--- config.mk ---
export PLATFORM = sky130hd
export DESIGN_NAME = hazard_control_flat
export DESIGN_NICKNAME = d
export VERILOG_FILES = /design/src/rtl/hazard_if.sv /design/src/rtl/hazard_control.sv /design/src/flat_wrapper.sv
export SDC_FILE = /design/constraint.sdc
export NUM_CORES = 1
export LEC_CHECK = 0
export CORE_UTILIZATION = 51
export DETAILED_ROUTE_END_ITERATION = 8
export PLACE_DENSITY = 0.79
export SETUP_SLACK_MARGIN = 0.3
export SLEW_MARGIN = 20
export SYNTH_ARGS = -nofsm -noshare
export SYNTH_HDL_FRONTEND = slang
export SYNTH_SLANG_ARGS = --single-unit
--- constraint.sdc ---
create_clock -name clk -period 2.5 [get_ports clk]
set_clock_uncertainty 0.05 [all_clocks]
set_input_delay 0.25 -clock clk [delete_from_list [all_inputs] [get_ports clk]]
set_output_delay 0.25 -clock clk [all_outputs]
set_load 0.01 [all_outputs]
--- src/rtl/hazard_if.sv ---
// Decode-stage hazard inputs and the forwarding/stall controls returned to the pipeline.
// master: pipeline side (drives decode fields); slave: hazard_control.
interface hazard_if #(
    parameter int REG_ADDR_BITS = 5
);
    logic [REG_ADDR_BITS-1:0] rs_d;
    logic [REG_ADDR_BITS-1:0] rt_d;
    logic [REG_ADDR_BITS-1:0] write_reg_d;
    logic                     reg_write_d;
    logic                     mem_to_reg_d;
    logic                     branch_d;
    logic                     mdu_start_d;
    logic                     mdu_use_d;
    logic [1:0]               forward_a_e;
    logic [1:0]               forward_b_e;
    logic                     forward_a_d;
    logic                     forward_b_d;
    logic                     stall_f;
    logic                     stall_d;
    logic                     flush_e;
    logic                     mdu_busy;

    modport master (
        output rs_d, rt_d, write_reg_d, reg_write_d, mem_to_reg_d, branch_d,
               mdu_start_d, mdu_use_d,
        input  forward_a_e, forward_b_e, forward_a_d, forward_b_d,
               stall_f, stall_d, flush_e, mdu_busy
    );

    modport slave (
        input  rs_d, rt_d, write_reg_d, reg_write_d, mem_to_reg_d, branch_d,
               mdu_start_d, mdu_use_d,
        output forward_a_e, forward_b_e, forward_a_d, forward_b_d,
               stall_f, stall_d, flush_e, mdu_busy
    );
endinterface

--- src/rtl/hazard_control.sv ---
// Hazard detection and forwarding control for the five-stage pipeline.
// Define HAZARD_MDU_STALL_EN to include the MDU busy counter and its stall term.
module hazard_control #(
    parameter int REG_ADDR_BITS = 5,
    parameter int MDU_LATENCY   = 32
) (
    input logic     clk,
    input logic     rst_n,
    hazard_if.slave hz
);
    localparam int AW = REG_ADDR_BITS;

    logic [AW-1:0] rs_e_reg, rt_e_reg, wreg_e_reg, wreg_m_reg, wreg_w_reg;
    logic          reg_write_e_reg, reg_write_m_reg, reg_write_w_reg;
    logic          mem_to_reg_e_reg, mem_to_reg_m_reg, mem_to_reg_w_reg;

    logic          lw_stall, br_stall, mdu_stall, stall;
    logic          mdu_busy;

    always_ff @(posedge clk or negedge rst_n) begin
        if (!rst_n) begin
            rs_e_reg         <= '0;
            rt_e_reg         <= '0;
            wreg_e_reg       <= '0;
            reg_write_e_reg  <= 1'b0;
            mem_to_reg_e_reg <= 1'b0;
            wreg_m_reg       <= '0;
            reg_write_m_reg  <= 1'b0;
            mem_to_reg_m_reg <= 1'b0;
            wreg_w_reg       <= '0;
            reg_write_w_reg  <= 1'b0;
            mem_to_reg_w_reg <= 1'b0;
        end else begin
            // A stalled decode instruction must not also enter E: bubble it.
            rs_e_reg         <= stall ? '0   : hz.rs_d;
            rt_e_reg         <= stall ? '0   : hz.rt_d;
            wreg_e_reg       <= stall ? '0   : hz.write_reg_d;
            reg_write_e_reg  <= stall ? 1'b0 : hz.reg_write_d;
            mem_to_reg_e_reg <= stall ? 1'b0 : hz.mem_to_reg_d;
            wreg_m_reg       <= wreg_e_reg;
            reg_write_m_reg  <= reg_write_e_reg;
            mem_to_reg_m_reg <= mem_to_reg_e_reg;
            wreg_w_reg       <= wreg_m_reg;
            reg_write_w_reg  <= reg_write_m_reg;
            mem_to_reg_w_reg <= mem_to_reg_m_reg;
        end
    end

    // Operand 0 is A (rs), operand 1 is B (rt).
    logic [AW-1:0] src_e [2];
    logic [AW-1:0] src_d [2];
    logic [3:0]    fwd_e_all;
    logic [1:0]    fwd_d_all;

    assign src_e[0] = rs_e_reg;
    assign src_e[1] = rt_e_reg;
    assign src_d[0] = hz.rs_d;
    assign src_d[1] = hz.rt_d;

    generate
        for (genvar gi = 0; gi < 2; gi++) begin : g_fwd
            logic hit_m, hit_w;
            assign hit_m = (src_e[gi] != '0) && reg_write_m_reg && (src_e[gi] == wreg_m_reg);
            assign hit_w = (src_e[gi] != '0) && reg_write_w_reg && (src_e[gi] == wreg_w_reg);
            assign fwd_e_all[gi*2 +: 2] = hit_m ? 2'b10 : (hit_w ? 2'b01 : 2'b00);
            assign fwd_d_all[gi] = (src_d[gi] != '0) && reg_write_m_reg && (src_d[gi] == wreg_m_reg);
        end
    endgenerate

    assign hz.forward_a_e = fwd_e_all[1:0];
    assign hz.forward_b_e = fwd_e_all[3:2];
    assign hz.forward_a_d = fwd_d_all[0];
    assign hz.forward_b_d = fwd_d_all[1];

    always_comb begin
        lw_stall = 1'b0;
        br_stall = 1'b0;
        if (mem_to_reg_e_reg && (wreg_e_reg != '0) &&
            ((wreg_e_reg == hz.rs_d) || (wreg_e_reg == hz.rt_d)))
            lw_stall = 1'b1;
        if (hz.branch_d &&
            ((reg_write_e_reg && (wreg_e_reg != '0) &&
              ((wreg_e_reg == hz.rs_d) || (wreg_e_reg == hz.rt_d))) ||
             (mem_to_reg_m_reg && (wreg_m_reg != '0) &&
              ((wreg_m_reg == hz.rs_d) || (wreg_m_reg == hz.rt_d)))))
            br_stall = 1'b1;
    end

`ifdef HAZARD_MDU_STALL_EN
    localparam int CNT_W = $clog2(MDU_LATENCY + 1);
    logic [CNT_W-1:0] mdu_cnt_reg;

    always_ff @(posedge clk or negedge rst_n) begin
        if (!rst_n)
            mdu_cnt_reg <= '0;
        else if (hz.mdu_start_d && !stall)
            mdu_cnt_reg <= CNT_W'(MDU_LATENCY);
        else if (mdu_cnt_reg != '0)
            mdu_cnt_reg <= mdu_cnt_reg - CNT_W'(1);
    end

    assign mdu_busy  = (mdu_cnt_reg != '0);
    assign mdu_stall = mdu_busy && (hz.mdu_start_d || hz.mdu_use_d);
`else
    logic unused_mdu;
    assign unused_mdu = hz.mdu_start_d | hz.mdu_use_d | mem_to_reg_w_reg;
    assign mdu_busy   = 1'b0;
    assign mdu_stall  = 1'b0;
`endif

    assign stall       = lw_stall | br_stall | mdu_stall;
    assign hz.stall_f  = stall;
    assign hz.stall_d  = stall;
    assign hz.flush_e  = stall;
    assign hz.mdu_busy = mdu_busy;

`ifdef HAZARD_MDU_STALL_EN
    logic unused_w;
    assign unused_w = mem_to_reg_w_reg;
`endif
endmodule

--- src/flat_wrapper.sv ---
// flat-port wrapper written by rule: the top's interface ports become plain ports
module hazard_control_flat 
#(
    parameter int REG_ADDR_BITS = 5,
    parameter int MDU_LATENCY   = 32
)
  (clk, rst_n, hz_rs_d, hz_rt_d, hz_write_reg_d, hz_reg_write_d, hz_mem_to_reg_d, hz_branch_d, hz_mdu_start_d, hz_mdu_use_d, hz_forward_a_e, hz_forward_b_e, hz_forward_a_d, hz_forward_b_d, hz_stall_f, hz_stall_d, hz_flush_e, hz_mdu_busy);
  hazard_if #(.REG_ADDR_BITS(REG_ADDR_BITS)) hz_i ();
  input logic clk;
  input logic rst_n;
  input wire logic [$bits(hz_i.rs_d)-1:0] hz_rs_d;
  input wire logic [$bits(hz_i.rt_d)-1:0] hz_rt_d;
  input wire logic [$bits(hz_i.write_reg_d)-1:0] hz_write_reg_d;
  input wire logic [$bits(hz_i.reg_write_d)-1:0] hz_reg_write_d;
  input wire logic [$bits(hz_i.mem_to_reg_d)-1:0] hz_mem_to_reg_d;
  input wire logic [$bits(hz_i.branch_d)-1:0] hz_branch_d;
  input wire logic [$bits(hz_i.mdu_start_d)-1:0] hz_mdu_start_d;
  input wire logic [$bits(hz_i.mdu_use_d)-1:0] hz_mdu_use_d;
  output wire logic [$bits(hz_i.forward_a_e)-1:0] hz_forward_a_e;
  output wire logic [$bits(hz_i.forward_b_e)-1:0] hz_forward_b_e;
  output wire logic [$bits(hz_i.forward_a_d)-1:0] hz_forward_a_d;
  output wire logic [$bits(hz_i.forward_b_d)-1:0] hz_forward_b_d;
  output wire logic [$bits(hz_i.stall_f)-1:0] hz_stall_f;
  output wire logic [$bits(hz_i.stall_d)-1:0] hz_stall_d;
  output wire logic [$bits(hz_i.flush_e)-1:0] hz_flush_e;
  output wire logic [$bits(hz_i.mdu_busy)-1:0] hz_mdu_busy;
  assign hz_i.rs_d = hz_rs_d;
  assign hz_i.rt_d = hz_rt_d;
  assign hz_i.write_reg_d = hz_write_reg_d;
  assign hz_i.reg_write_d = hz_reg_write_d;
  assign hz_i.mem_to_reg_d = hz_mem_to_reg_d;
  assign hz_i.branch_d = hz_branch_d;
  assign hz_i.mdu_start_d = hz_mdu_start_d;
  assign hz_i.mdu_use_d = hz_mdu_use_d;
  assign hz_forward_a_e = hz_i.forward_a_e;
  assign hz_forward_b_e = hz_i.forward_b_e;
  assign hz_forward_a_d = hz_i.forward_a_d;
  assign hz_forward_b_d = hz_i.forward_b_d;
  assign hz_stall_f = hz_i.stall_f;
  assign hz_stall_d = hz_i.stall_d;
  assign hz_flush_e = hz_i.flush_e;
  assign hz_mdu_busy = hz_i.mdu_busy;
  hazard_control #(.REG_ADDR_BITS(REG_ADDR_BITS), .MDU_LATENCY(MDU_LATENCY)) u_core (.clk(clk), .rst_n(rst_n), .hz(hz_i));
endmodule
Word-level counts from Yosys, hierarchy flattened
Cells that the tools add are included.
- register bits after elaboration: 30
- input bits: 22
- output and inout bits: 10
- logic and storage cells: 60
- equality and inequality tests: 10
- mux-type cells: 11
- bitwise gates (word level): 1
- reduce and logical (&&, ||, !) cells: 28
- operators with widths (cell ; count):
    5-bit == test ; 10
    5-bit nonzero test ; 6
    1-bit logical AND ; 19
    5-bit two-way mux ; 3
    1-bit two-way mux ; 6
    2-bit two-way mux ; 2
    1-bit logical OR ; 3
    1-bit OR ; 1

Longest topological paths before layout
Gate-level depths: netlist of run 1.
- depth in word-level cells: 8
- mapped depth: 7
- mapped depth without buffers: 5

Worst setup path before layout of run 1
Ideal clock, no wire load.
- path type: reg-to-output
- start: reg u_core.wreg_m_reg[1]
- end: out hz_stall_d
- arrival time: 1711 ps
- required time: 2200 ps
- path slack: 489 ps
- cell stages (with the launch flop): 7
- buffers on the path: 2
- path through: dfrtp_1 > buf_6 > or4_4 > o211ai_2 > a21oi_2 > or2_1 > buf_4
- longest elaborated chain between the ends: 7
- elaborated cells between the ends (all ways): 10
- those cells by class: eq/ne (2); mux (1); bitwise (1); reduce/logical (6)
- ends and longest elaborated chain (item ; RTL line ; RTL):
    start, declared ; hazard_control.sv:13 ; logic [AW-1:0] rs_e_reg, rt_e_reg, wreg_e_reg, wreg_m_reg, wreg_w_reg;
    start signal, assigned ; hazard_control.sv:40 ; wreg_m_reg <= wreg_e_reg;
    5-bit == test / 5-bit nonzero test (equally long branches) ; hazard_control.sv:85, hazard_control.sv:84 ;
    1-bit logical OR / 1-bit logical AND (equally long branches) ; hazard_control.sv:85, hazard_control.sv:84 ;
    1-bit logical AND (*) ; hazard_control.sv:84 ; (mem_to_reg_m_reg && (wreg_m_reg != '0) &&
    1-bit logical OR (*) ; hazard_control.sv:83 ; ((wreg_e_reg == hz.rs_d) || (wreg_e_reg == hz.rt_d))) ||
    1-bit logical AND (*) ; hazard_control.sv:81 ; if (hz.branch_d &&
    1-bit two-way mux (*) ; hazard_control.sv:81 ;
    1-bit OR (*) ; hazard_control.sv:111 ; assign stall = lw_stall | br_stall | mdu_stall;
    end, declared ; flat_wrapper.sv:24 ; output wire logic [$bits(hz_i.stall_d)-1:0] hz_stall_d;
Every way passes the cells marked *; elsewhere a longest branch is shown, timed or not.

Worst setup path after layout of run 1
- start: reg u_core.wreg_m_reg[2]
- end: out hz_flush_e
- longest elaborated chain between the ends: 7
- elaborated cells between the ends (all ways): 10
- those cells by class: eq/ne (2); mux (1); bitwise (1); reduce/logical (6)
- ends and longest elaborated chain (item ; RTL line ; RTL):
    5-bit == test / 5-bit nonzero test (equally long branches) ; hazard_control.sv:85, hazard_control.sv:84 ;
    1-bit logical OR / 1-bit logical AND (equally long branches) ; hazard_control.sv:85, hazard_control.sv:84 ;
    1-bit logical AND (*) ; hazard_control.sv:84 ;
    1-bit logical OR (*) ; hazard_control.sv:83 ;
    1-bit logical AND (*) ; hazard_control.sv:81 ;
    1-bit two-way mux (*) ; hazard_control.sv:81 ;
    1-bit OR (*) ; hazard_control.sv:111 ;
    end, declared ; flat_wrapper.sv:25 ; output wire logic [$bits(hz_i.flush_e)-1:0] hz_flush_e;
Marks and branches as above.

==> flow_summary.json, run 1 <==
{
  "via_count": 1148,
  "status": "completed",
  "powerDensity_nw_per_um2": 569,
  "numCtsBuffers": 5,
  "whs_ps": 255,
  "ys_ff_latch": 30,
  "place_inst": 203,
  "setup_tns_ps": 0,
  "dp_slack_ps": -59.9,
  "cts_num_sinks": 30,
  "avgViaCountPerCell": 5.13,
  "netlist_area_um2": 1610,
  "postCtsHoldBufs": 0,
  "tritoncts": "yes",
  "rsz0062_at_grt": "true",
  "area_delta_synth_final_pct": 33.4,
  "clock.fmax_mhz": 432,
  "gp_congestion": 0.880,
  "grtUsageTotal_pct": 22.5,
  "drive_gt1_share_pct": 33.3,
  "cp.arrival_ps": 2020,
  "crit_slowest_cell": "or4_4",
  "fin_area_um2": 2150,
  "cp_max_fo": 5,
  "wl_per_cell_um": 14.3,
  "drt_iter0_drc": 27,
  "root_buffer": "clkbuf_4",
  "crit_family": "simple AND/OR/NAND/NOR gates",
  "dieArea_um2": 3390,
  "die_h_um": 58.2,
  "ant_nets": 0,
  "first_global_vias": 1185,
  "worstHoldPathType": "primary input to async pin",
  "syn-num-nets": 158,
  "grt_max_degree": 31,
  "core_um2": 3030,
  "clk_pin_slew_ps": 90,
  "setup_viol": 0,
  "critPathBufInv": 2,
  "drt_wl_total_um": 3210,
  "syn_inst": 136,
  "synth_edf_count": 0,
  "avgSynthCellArea_um2": 11.9,
  "grt_pass1_wl_um": 5510,
  "total_power_mw": 1.22,
  "grt-ovfl-total": 0,
  "io_pins": 32,
  "synth_seq_area_share_pct": 46.5,
  "r2r_end": "u_core.rs_e_reg[4]",
  "placedInstanceArea_um2": 1910,
  "ys_async_sr_fraction_pct": 100,
  "rr_worst_depth": 8,
  "ys.flop_type": "dfrtp_1",
  "period_minus_slack_ps": 2320,
  "antenna_cells": 0,
  "portBuffers": 28,
  "synthDistinctLibCells": 25,
  "peakVddDrop_v": 0.000507,
  "final_hold_viol_count": 0,
  "cp_common_cell": "buf_6",
  "worstPathCellList": "or4_4, o211ai_2, a21oi_2, or2_1, buf_6, buf_6",
  "cts_max_level": 2,
  "drv_slew": 0,
  "end_kind": "primary output",
  "critPathKind": "flip-flop to primary output",
  "fin_nets": 202,
  "p_leak_nw": 0.889,
  "max_cap_violations": 0,
  "ys_warn_count": 0,
  "fin_cells": 224,
  "dr.pass1.iters": 4,
  "fin_crit_sh_pct": 92.7,
  "reg2reg_from": "u_core.wreg_e_reg[0]",
  "fp.dieW_um": 58.2,
  "route.detailed.drc": 0,
  "clk_path_buf_depth": 2,
  "cp_data_required_time_ps": 2200,
  "hpwl_um": 2200,
  "setup_slack_ps": 183,
  "clock_latency_ps": 320,
  "std_cell_rows": 20,
  "antenna_found_initial": 0,
  "max_stage_delay_ps": 530,
  "fin_util_pct": 71.0,
  "reg2reg_setup_slack_ps": 560,
  "start_util_pct": 53.3,
  "startpoint_type": "flip-flop"
}
-- worst max-delay path by stage --
stage	start	end	slack, ps	cells past startpoint
2_1_floorplan	u_core.wreg_m_reg[1]	hz_stall_d	490	6
3_3_place_gp	hz_rt_d[2]	hz_flush_e	-20	7
3_5_place_dp	hz_rs_d[2]	hz_flush_e	-60	7
4_1_cts	u_core.wreg_e_reg[0]	hz_flush_e	190	6
5_1_grt	u_core.wreg_e_reg[0]	hz_flush_e	110	8
6_report	u_core.wreg_m_reg[2]	hz_flush_e	180	6
-- cells by family (layout without fill, tap and decap cells) --
kind of cell / Yosys count / after routing / synth area share (%)
AOI/OAI and AO/OA: 6 / 6 / 3.49
xor gates and xnor gates: 40 / 40 / 21.7
buffers and inverters: 12 / 56 / 5.74
DFF: 30 / 30 / 46.5
other: 1 / 1 / 0.233
and+or+nand+nor: 47 / 47 / 22.3
-- report_power, final --
| group | internal [mW] | switching (mW) |
|---|---|---|
| Sequential | 0.527 | 0.0477 |
| Combinational | 0.153 | 0.114 |
| Clock | 0.233 | 0.149 |
| Total | 0.912 | 0.311 |
-- cell type report --
cell class,instances,area (µm²)
Clock inverter,1,30.0
Clock buffer,6,51.3
Timing Repair Buffer,49,432
Tap cell,44,55.1
Fill cell,225,877
Sequential cell,30,753
Multi-Input combinational cell,94,830
-- Yosys cell counts, types with 3 or more instances --
master	count	area, µm²
buf_4	6	45.0
buf_6	3	33.8
dfrtp_1	30	751
nand4_1	4	25.0
nor2_1	5	18.8
nor3_1	4	20.0
nor3b_1	7	52.6
nor3b_2	10	125
nor4_1	4	25.0
or4_1	5	37.5
xnor2_1	24	210
xor2_1	16	140
-- layer usage --
layer,up-vias,global-route usage [%],part of all wire (%)
met1,555,28.2,40
met5,-,0,0
li1,546,-,-
met4,0,11.2,3.0
met3,10,4.91,3.5
met2,37,36.8,53
-- worst register-to-register path: cells and delay by family, from the launching register on --
family	cells	cell delay [ps]
xor gates and xnor gates	1	150
buffers and inverters	3	530
DFF	1	440
and+or+nand+nor	3	380
AOI/OAI and AO/OA	1	270
-- placed cells by master, fill, tap and decap left out, drive strengths merged --
cell type      netlist  layout
buf                  9      26
nand3                4       4
conb                 1       1
clkdlybuf4s50        0      19
nor3b               17      17
a21oi                2       2
nor3                 4       4
dlygate4sd2          0       4
o211ai               1       1
nand2                2       2
clkbuf               3       6
or4                  6       6
nor4                 4       4
xnor2               24      24
a211oi               1       1
o21ai                2       2
dfrtp               30      30
nor2                 5       5
or2                  1       1
bufinv               0       1
xor2                16      16
nand4                4       4
-- timing repair --
item,in CTS,in global routing
setup buffers,8,6
resized for setup,36,9
pin swaps,7,13
endpoints found under the setup margin,9,6
cloned,0,0
hold endpoints to repair,0,0
Note: power is estimated with default switching activity, not from simulation.
==> run 2, diff against run 1 <==
--- a/config.mk
+++ b/config.mk
@@ -5,9 +5,9 @@
 export SDC_FILE = /design/constraint.sdc
 export NUM_CORES = 1
 export LEC_CHECK = 0
-export CORE_UTILIZATION = 51
+export CORE_UTILIZATION = 35
+export CTS_CLUSTER_DIAMETER = 60
 export DETAILED_ROUTE_END_ITERATION = 8
-export PLACE_DENSITY = 0.79
 export SETUP_SLACK_MARGIN = 0.3
 export SLEW_MARGIN = 20
 export SYNTH_ARGS = -nofsm -noshare
==> run 2 against run 1 <==
- sequential share of layout area rose by 1.5 points
- routed wire length rose by 5.0%
- worst setup slack improved by 150 ps
- fmax rose by 7.1%
- core utilization fell by 24 points
- final cell count did not move
==> flow_summary.json, run 2 (synthesis gave the netlist of run 1 again) <==
{
  "drive_gt1_share_pct": 29.1,
  "antenna_cells": 0,
  "clk_pin_slew_ps": 60,
  "route.detailed.drc": 0,
  "dieArea_um2": 4880,
  "multi_input_area_um2": 803,
  "power_frac_comb_pct": 19.7,
  "area_delta_synth_final_pct": 27.9,
  "drv_slew": 0,
  "swShare_pct": 27.1,
  "drt_iter0_drc": 38,
  "setup_viol": 0,
  "wl_per_cell_um": 15.0,
  "portBuffers": 28,
  "setup_slack_ps": 337,
  "cts_max_level": 2,
  "grt-ovfl-total": 0,
  "fin_nets": 193,
  "final_common_cell": "dfrtp_1",
  "core_um2": 4380,
  "antenna_found_initial": 0,
  "start_util_pct": 36.8,
  "die_h_um": 69.9,
  "cp.arrival_ps": 1860,
  "fin_crit_sh_pct": 86.5,
  "fin_cells": 224,
  "peakVddDrop_v": 0.000359,
  "root_buffer": "clkbuf_8",
  "rsz0062_at_grt": "true",
  "drt_wl_total_um": 3370,
  "cp_data_required_time_ps": 2200,
  "grt_max_degree": 31,
  "clock.fmax_mhz": 462,
  "max_stage_delay_ps": 430,
  "crit_family": "simple AND/OR/NAND/NOR gates",
  "fillCellCount": 416,
  "first_global_vias": 1261,
  "cts_num_sinks": 30,
  "via_count": 1099,
  "switchingPower_uw": 329,
  "std_cell_rows": 24,
  "numCtsBuffers": 5,
  "seq_area_um2": 754,
  "max_cap_violations": 0,
  "status": "completed",
  "clock_latency_ps": 280,
  "worstHoldPathType": "primary input to flip-flop",
  "pwr-share-clk_pct": 32.8,
  "p_int_uw": 882,
  "grtUsageTotal_pct": 15.6,
  "ant_nets": 0,
  "crit_slowest_cell": "dfrtp_2",
  "final_hold_viol_count": 0,
  "avgViaCountPerCell": 4.91,
  "gp_congestion": 0.814,
  "critPathKind": "flip-flop to primary output",
  "grt_pass1_wl_um": 5750,
  "layout_common_cells": "27 x dfrtp_1, 24 x xnor2_1, 16 x xor2_1, 13 x clkdlybuf4s50_1, 11 x buf_4",
  "dp_slack_ps": -35.6,
  "worstPathCellList": "buf_12, or4_4, o211ai_2, a21oi_2, or2_1, buf_2",
  "clk_path_buf_depth": 2,
  "whs_ps": 297,
  "power_frac_seq_pct": 47.5,
  "fp.dieW_um": 69.9,
  "tritoncts": "yes",
  "cp_max_fo": 4,
  "startpoint_type": "flip-flop",
  "end_kind": "primary output",
  "hpwl_um": 2420,
  "critPathBufInv": 2,
  "io_pins": 32,
  "powerDensity_nw_per_um2": 587,
  "dr.pass1.iters": 4,
  "p_leak_nw": 0.857,
  "place_inst": 210,
  "period_minus_slack_ps": 2160,
  "setup_tns_ps": 0
}
run 2: worst register-to-register path, delay by kind of cell, from the launching register on:
family | cells | cell delay, ps
AOI/OAI and AO/OA | 2 | 220
buffers and inverters | 2 | 350
DFF | 1 | 430
and+or+nand+nor | 2 | 660
run 2: repair_timing:
item / CTS / global route
pin swaps: 6 / 5
resized for setup: 37 / 5
buffers inserted: 3 / 3
setup endpoints to repair: 9 / 5
hold buffers: 0 / 0
run 2: worst paths after layout:
path	startpoint	to	slack (ps)	cells past startpoint
max reg2reg	u_core.wreg_m_reg[4]	u_core.rs_e_reg[2]	690	6
max	u_core.wreg_m_reg[4]	hz_stall_d	340	6
min	hz_rt_d[0]	u_core.rt_e_reg[0]	300	2
min in group asynchronous	rst_n	u_core.wreg_e_reg[0]	310	2
min reg2reg	u_core.reg_write_e_reg	u_core.reg_write_m_reg	340	0
max in group asynchronous	rst_n	u_core.wreg_e_reg[4]	1790	2
run 2: power by group through the flow:
stage	registers [mW]	logic, mW	clock network, mW
after floorplan	0.567	0.157	0
after global routing	0.581	0.265	0.427
final	0.576	0.238	0.397
after global placement	0.585	0.218	0
after detailed placement	0.587	0.223	0
after CTS	0.575	0.236	0.406
run 2: area by class of cell:
type | instances | share of cell area (%)
multi-input combinational | 94 | 38.9
sequential | 30 | 36.6
timing repair buffer | 40 | 16.9
clock buffer | 7 | 4.18
tap | 52 | 3.15
clock inverter | 1 | 0.243
run 2: metal layers:
| metal | GRT usage (%) | part of all wire [%] | vias to the layer above |
|---|---|---|---|
| li1 | - | - | 528 |
| met2 | 27.1 | 53 | 34 |
| met5 | 0 | 0 | - |
| met3 | 4.62 | 4.6 | 7 |
| met1 | 16.9 | 40 | 530 |
| met4 | 8.44 | 2.0 | 0 |
run 2: through the flow:
step	power, mW	instance area, µm²	util [%]
after floorplan	0.724	1610	-
after global placement	0.803	1910	43.6
after detailed placement	0.810	1910	43.6
after CTS	1.22	2030	46.4
after global routing	1.27	2060	47.1
final	1.21	2060	47.1
